<file path="config.mk">
export PLATFORM = sky130hd
export DESIGN_NAME = operand_pair_fifo
export DESIGN_NICKNAME = d
export VERILOG_FILES = /design/src/rtl/operand_pair_fifo.sv
export SDC_FILE = /design/constraint.sdc
export NUM_CORES = 1
export LEC_CHECK = 0
export ABC_AREA = 1
export CORE_UTILIZATION = 28
export CTS_CLUSTER_DIAMETER = 40
export DETAILED_ROUTE_END_ITERATION = 7
export GPL_TIMING_DRIVEN = 0
export PLACE_DENSITY = 0.48
export SLEW_MARGIN = 20
export SYNTH_ARGS = -nofsm -noshare
export SYNTH_HDL_FRONTEND = slang
export SYNTH_SLANG_ARGS = --single-unit
export TNS_END_PERCENT = 10
</file>
<file path="constraint.sdc">
create_clock -name clk -period 3.2 [get_ports clk]
set_input_delay 0.8 -clock clk [delete_from_list [all_inputs] [get_ports clk]]
set_output_delay 0.8 -clock clk [all_outputs]
set_load 0.05 [all_outputs]
</file>
<file path="src/rtl/operand_pair_fifo.sv">
// Pairs an alternating A,B serial word stream into {a,b} entries and queues them for the AND stage.
// Optional synchronous clear port enabled by defining OPERAND_PAIR_SYNC_CLEAR_EN.
module operand_pair_fifo #(
    parameter int WIDTH  = 8,
    parameter int DEPTH  = 4,
    parameter int ADDR_W = 2
) (
    input  logic              clk,
    input  logic              reset,
`ifdef OPERAND_PAIR_SYNC_CLEAR_EN
    input  logic              sync_clear,
`endif
    input  logic [WIDTH-1:0]  in_data,
    input  logic              in_valid,
    output logic              in_ready,
    output logic [WIDTH-1:0]  out_a,
    output logic [WIDTH-1:0]  out_b,
    output logic              out_valid,
    input  logic              out_ready,
    output logic [ADDR_W:0]   pair_count
);

    localparam logic [ADDR_W:0] C_DEPTH = (ADDR_W+1)'(DEPTH);

    typedef enum logic {
        ST_WAIT_A = 1'b0,
        ST_WAIT_B = 1'b1
    } state_t;

    state_t              r_state;
    state_t              w_state_next;
    logic [WIDTH-1:0]    r_a_hold;
    logic [ADDR_W-1:0]   r_wr_ptr;
    logic [ADDR_W-1:0]   r_rd_ptr;
    logic [ADDR_W:0]     r_count;
    logic [2*WIDTH-1:0]  r_mem [DEPTH];
    logic [2*WIDTH-1:0]  w_head;
    logic                w_clear;
    logic                w_accept;
    logic                w_push;
    logic                w_pop;

`ifdef OPERAND_PAIR_SYNC_CLEAR_EN
    assign w_clear = sync_clear;
`else
    assign w_clear = 1'b0;
`endif

    // Clear wins over every handshake, so it masks both push and pop.
    assign w_accept = in_valid & in_ready;
    assign w_push   = w_accept & (r_state == ST_WAIT_B) & ~w_clear;
    assign w_pop    = out_valid & out_ready & ~w_clear;

    always_ff @(posedge clk or posedge reset) begin
        if (reset) begin
            r_state <= ST_WAIT_A;
        end else begin
            r_state <= w_state_next;
        end
    end

    always_comb begin
        w_state_next = r_state;
        if (w_clear) begin
            w_state_next = ST_WAIT_A;
        end else if (w_accept) begin
            w_state_next = (r_state == ST_WAIT_A) ? ST_WAIT_B : ST_WAIT_A;
        end
    end

    // in_ready looks only at registered state: a full FIFO never takes B on the pop cycle.
    always_comb begin
        in_ready = 1'b1;
        if (r_state == ST_WAIT_B) begin
            in_ready = (r_count < C_DEPTH);
        end
    end

    always_ff @(posedge clk or posedge reset) begin
        if (reset) begin
            r_a_hold <= '0;
        end else if (w_clear) begin
            r_a_hold <= '0;
        end else if (w_accept && (r_state == ST_WAIT_A)) begin
            r_a_hold <= in_data;
        end
    end

    always_ff @(posedge clk or posedge reset) begin
        if (reset) begin
            r_wr_ptr <= '0;
            r_rd_ptr <= '0;
            r_count  <= '0;
        end else if (w_clear) begin
            r_wr_ptr <= '0;
            r_rd_ptr <= '0;
            r_count  <= '0;
        end else begin
            if (w_push) begin
                r_wr_ptr <= r_wr_ptr + 1'b1;
            end
            if (w_pop) begin
                r_rd_ptr <= r_rd_ptr + 1'b1;
            end
            case ({w_push, w_pop})
                2'b10:   r_count <= r_count + 1'b1;
                2'b01:   r_count <= r_count - 1'b1;
                default: r_count <= r_count;
            endcase
        end
    end

    generate
        for (genvar gi = 0; gi < DEPTH; gi++) begin : g_entry
            always_ff @(posedge clk or posedge reset) begin
                if (reset) begin
                    r_mem[gi] <= '0;
                end else if (w_push && (r_wr_ptr == ADDR_W'(gi))) begin
                    r_mem[gi] <= {r_a_hold, in_data};
                end
            end
        end
    endgenerate

    assign w_head     = r_mem[r_rd_ptr];
    assign out_a      = w_head[2*WIDTH-1:WIDTH];
    assign out_b      = w_head[WIDTH-1:0];
    assign out_valid  = (r_count != '0);
    assign pair_count = r_count;

endmodule
</file>
# [Word level (Yosys, flattened, before mapping)]
# Cells that the tools add are included.
[totals] regBits=80 out_inout_bits=21 romBits=0 ram_bits=0 mem_count=0 wordCells=39 latch_bits=0
[op_classes] div=0 shift=0 n_reduce_logical=8 order_cmp=2 bitwise=5 mul=0 muxes=6 n_addsub=4 eq_ne=5
[ops] op="16-bit binary-select mux with 2-bit select" n=1
[ops] op="16-bit 2-to-1 mux" n=2
[ops] op="2-bit equality test, second input constant" n=3
[ops] op="3-bit one-hot mux with 2 select lines" n=1
[ops] op="1-bit logical AND" n=5
[ops] op="2-bit by 1-bit adder with 2-bit output, second input constant" n=2
[ops] op="2-bit by 1-bit equality test with 1-bit output, second input constant" n=2
[ops] op="3-bit by 1-bit adder with 3-bit output, second input constant" n=1
[ops] op="1-bit AND" n=3
[ops] op="3-bit >= comparator, second input constant" n=1
[ops] op="3-bit < comparator, second input constant" n=1
[ops] op="2-bit NOT with 3-bit output" n=1
[ops] op="3-bit nonzero test" n=1
[ops] op="3-bit by 1-bit subtractor with 3-bit output, second input constant" n=1
[ops] op="2-bit logical NOT" n=1
[ops] op="1-bit 2-to-1 mux" n=2
[ops] op="2-bit nonzero test" n=1
[ops] op="1-bit NOT" n=1

# [Logic depth before layout (Yosys ltp)]
[depth] word_depth=6 depth_mapped=12 depth_no_buf=12

# [Worst setup path after synthesis]
# OpenSTA, ideal clock, no wires.
[synth_timing] kind="reg-to-reg" start="register r_count[2] (netlist: pair_count[2])" end="register r_count[2] (netlist: pair_count[2])" path_slack_ns=0.754 t_arrival_ns=2.327 setup_time_ns=0.120 path_stages_with_launch=12 t_required_ns=3.080 cell_sequence="dfrtp_1 > inv_2 > nand3_1 > nand2_1 > inv_1 > ha_1 > inv_1 > fa_1 > nand2_1 > nand3_1 > nand2_1 > nand2_1"
[synth_rtl] item="start, declared" line="35" text="logic [ADDR_W:0] r_count;"
[synth_rtl] item="start signal, assigned" line="106" text="2'b10: r_count <= r_count + 1'b1;"
[synth_rtl] item="start signal, assigned" line="107" text="2'b01: r_count <= r_count - 1'b1;"
[synth_rtl] item="start signal, assigned" line="108" text="default: r_count <= r_count;"
[synth_rtl] item="3-bit nonzero test (*)" line="128" text="assign out_valid = (r_count != '0);"
[synth_rtl] item="named net out_valid" line="18" text="output logic out_valid,"
[synth_rtl] item="1-bit AND (*)" line="52" text="assign w_pop = out_valid & out_ready & ~w_clear;"
[synth_rtl] item="named net w_pop" line="41" text="logic w_pop;"
[synth_rtl] item="2-bit by 1-bit equality test with 1-bit output or 2-bit equality test (tied branches)" line="105" text="case ({w_push, w_pop})"
[synth_rtl] item="3-bit one-hot mux with 2 select lines or 2-bit nonzero test (tied branches)"
# The timed path passes the listed nets; every way through them passes the cells marked *.
# A chain may end at the register's enable or synchronous reset.

# [Worst setup path after layout]
[layout_timing] start="register r_rd_ptr[1]" end="output port out_b[7]"
[layout_via] elab_chain_cells=4
[layout_lines] item="start, declared" line="34" text="logic [ADDR_W-1:0] r_rd_ptr;"
[layout_lines] item="start signal, assigned" line="103" text="r_rd_ptr <= r_rd_ptr + 1'b1;"
[layout_lines] item="2-bit NOT with 3-bit output (implied by the code)" line="125" text="assign w_head = r_mem[r_rd_ptr];"
[layout_lines] item="16-bit binary-select mux with 2-bit select" line="125"
[layout_lines] item="16-bit 2-to-1 mux (implied by the code) (2 in a row)" line="125"
[layout_lines] item="end, declared" line="17" text="output logic [WIDTH-1:0] out_b,"
# No other way between the ends. The select of a mux whose other input is x is not followed.

==> results by group <==
STA
  • Slack of the critical path: ~200 ps
  • Min cycle time layout: roughly 3000 ps
  • Final hold vios: 0
  • Final period utilization: roughly 94%
  • Clk_skew: roughly 4.4 ps
  • Actual slew at the worst max-slew pin: ~540 ps
  • Max Fclk: 334 MHz
  • Max_slew headroom: approximately 64%
  • Final Max Slew Viols: 0
  • RSZ-0062 raised after global routing: false
  • Final Setup Violations: 0
  • Fin Hold WS: 477 ps

Global route
  • Met1 GRT Util: a little under a quarter
  • First-pass GRT wire length: approximately 17 mm
  • GRT Total Usage: 16.2%
  • Largest net degree at the start of global routing: 55
  • Total grt overflow: 0
  • Via count of the first global-routing pass: 3071
  • Grt met2 use: 25.0%
  • Met3 Track Usage GR: a little over 3%
  • GRT busiest layer: met2
  • Initial antenna violation count: 0

Logic synthesis
  • Post-synthesis cell type count: 24
  • Synthesized flop and latch total: 80
  • Mapped Area: approximately 0.0039 sq mm
  • Ys flop type: dfrtp_1
  • Synth area leaders: dfrtp_1 (52%), nand2_1 (26%), o211ai_1 (6.2%)
  • Syn_area_per_cell: ~7.9 sq um
  • Share of async-settable or async-resettable flops after synthesis: 100%
  • Register area share after synthesis: about half
  • Synth top area share: about half
  • Ys Warns: 0
  • Synth area leader: dfrtp_1
  • Cells after synthesis: between 400 and 500
  • Number of flops mapped to enable cells by yosys: 0
  • Syn Nets: approximately 510

Final layout
  • Reg area: ~0.0020 sq mm
  • Final nets: 550
  • Area growth, synth to finish: 21.0%
  • Antenna fix cells: 0
  • Commonest non-fill, non-tap cell in the layout: nand2_1
  • Filler Cells Inserted: roughly 1400
  • Fin util: a little over a third
  • Area of the multi-input gates: 0.00151 sq mm
  • Final Cell Area: 0.00467 sq mm
  • Leading cell types in the layout, fill and taps excluded: nand2_1 (265), dfrtp_1 (80), inv_1 (54)
  • Layout cells sized above 1: under 10%

CTS
  • Clock latency on the worst-skew pair: between 300 and 400 ps
  • Post-cts hold buffer count: 0
  • Clock sink total: 80
  • H-tree depth: 3
  • CTS tree: yes
  • CTS Buf Count: 9
  • Post-CTS sizing: 18
  • Postcts setup bufs: 0
  • CTS Root Cell: clkbuf_16
  • CTS Buffer Depth: 2
  • Clock transition at path regs: roughly 60 ps

Placed design
  • Routability cong.: roughly 0.75
  • DP Worst Slack: roughly 85 ps
  • PortBufs: 31
  • Dpl hpwl: between 6 and 7 mm
  • Placed Instance Area: 0.00442 sq mm

Worst setup path
  • Worst setup SP type: flop
  • Slowest CP cell: dlygate4sd2_1
  • Crit path kind: reg -> out
  • Crit path max fanout: 10
  • Max incr delay on CP: 420 ps
  • Worst Path Arrival: ~2200 ps
  • Cell repeated most along the worst path: buf_2
  • Worst path bufs/invs: 4
  • CP endpoint kind: output pin
  • Critical path, cell by cell: buf_2 > clkinv_1 > buf_2 > o211ai_1 > nand2_1 > dlygate4sd2_1
  • CP required: approximately 2400 ps
  • Top Family by Delay on Critical Path: buffers and inverters

Pwr
  • Pleak: about 2.5 nW
  • Power Density: 1160 mW/mm^2
  • Tot Pwr: approximately 5.4 mW
  • Maximum vdd drop: 0.643 mV

Detailed routing
  • 1st-pass router iterations: 4
  • Antenna-violating nets left: 0
  • Starting DRT DRC Count: 193
  • DRC: 0
  • DR vias: about 3100
  • Routed length per instance: 14.7 um
  • DR vias/cell: roughly 4.4
  • Routed WL: ~10 mm

Min path
  • Worst hold path type: reg -> reg

Die
  • I/O Pins: 33
  • Die X: roughly 120 um
  • Die H: 119 um
  • Initial Util: 28.9%
  • Row count: 42
  • Area of the core: 0.0133 sq mm
  • DIE AREA: ~0.014 sq mm

Run
  • Maxcap violations: 0

Outcome
  • Status: complete, no violations
-- per-layer routing --
| metal | vias up | part of all wire, % |
|---|---|---|
| met5 | - | 0 |
| met4 | 0 | 1.3 |
| met3 | 11 | 4.0 |
| met2 | 62 | 46 |
| met1 | 1473 | 49 |
| li1 | 1589 | - |
-- area by class of cell --
| type | count | area share [%] |
|---|---|---|
| inverter | 57 | 4.64 |
| tap | 176 | 4.72 |
| timing repair buffer | 32 | 6.81 |
| sequential | 80 | 42.9 |
| clock inverter | 4 | 0.429 |
| multi-input combinational | 331 | 32.4 |
| buffer | 21 | 2.87 |
| clock buffer | 12 | 5.28 |
-- worst min-delay path: cells and delay by family (launching register included) --
kind             cells  cell delay, ps
flip-flops           1             340
AND/OR/NAND/NOR      2             100
-- worst paths after layout --
kind | start | slack [ps] | end | cells after the start
worst max register to register | pair_count[2] | 1310 | pair_count[1] | 8
min in group asynchronous | reset | 800 | r_mem[44] | 2
worst min register to register | r_mem[21] | 480 | r_mem[21] | 2
worst min-delay path | r_mem[21] | 480 | r_mem[21] | 2
worst max-delay path | r_rd_ptr[1] | 210 | out_b[7] | 6
max in group asynchronous | reset | 1800 | r_mem[1] | 3
-- power by group --
part | leakage, nW | total, mW | switching, mW | internal (mW)
logic | 1.37 | 2.72 | 1.91 | 0.803
registers | 1.02 | 1.77 | 0.294 | 1.48
clock network | 0.136 | 0.935 | 0.394 | 0.541
total | 2.52 | 5.42 | 2.60 | 2.82
-- metrics by stage --
stage	setup TNS, ps	cells
3_3_place_gp	-92280	696
6_report	0	713
3_5_place_dp	0	697
5_1_grt	0	713
4_1_cts	0	713
2_1_floorplan	0	489
-- cell families after synthesis --
family / synth area share, %
compound gates: 7.52
xor+xnor: 0.454
fa+ha+maj: 2.14
buf+inv: 8.95
flops: 51.9
simple gates: 29.1
-- flip-flops by register name, summed over array words and instances, names as in the netlist --
signal,flops
r_rd_ptr,2
r_state,1
r_mem,64
r_wr_ptr,2
pair_count,3
r_a_hold,8
-- cell usage after synthesis, types with 2 or more instances --
master and count:
nand4_1 5, o211ai_1 32, o21ai_1 8, nand3_1 4, buf_4 2, dfrtp_1 80, buf_6 4, ha_1 5
clkbuf_1 2, buf_2 12, inv_1 55, nor2_4 4, nand2_1 265
Note: power is estimated with default switching activity, not from simulation.
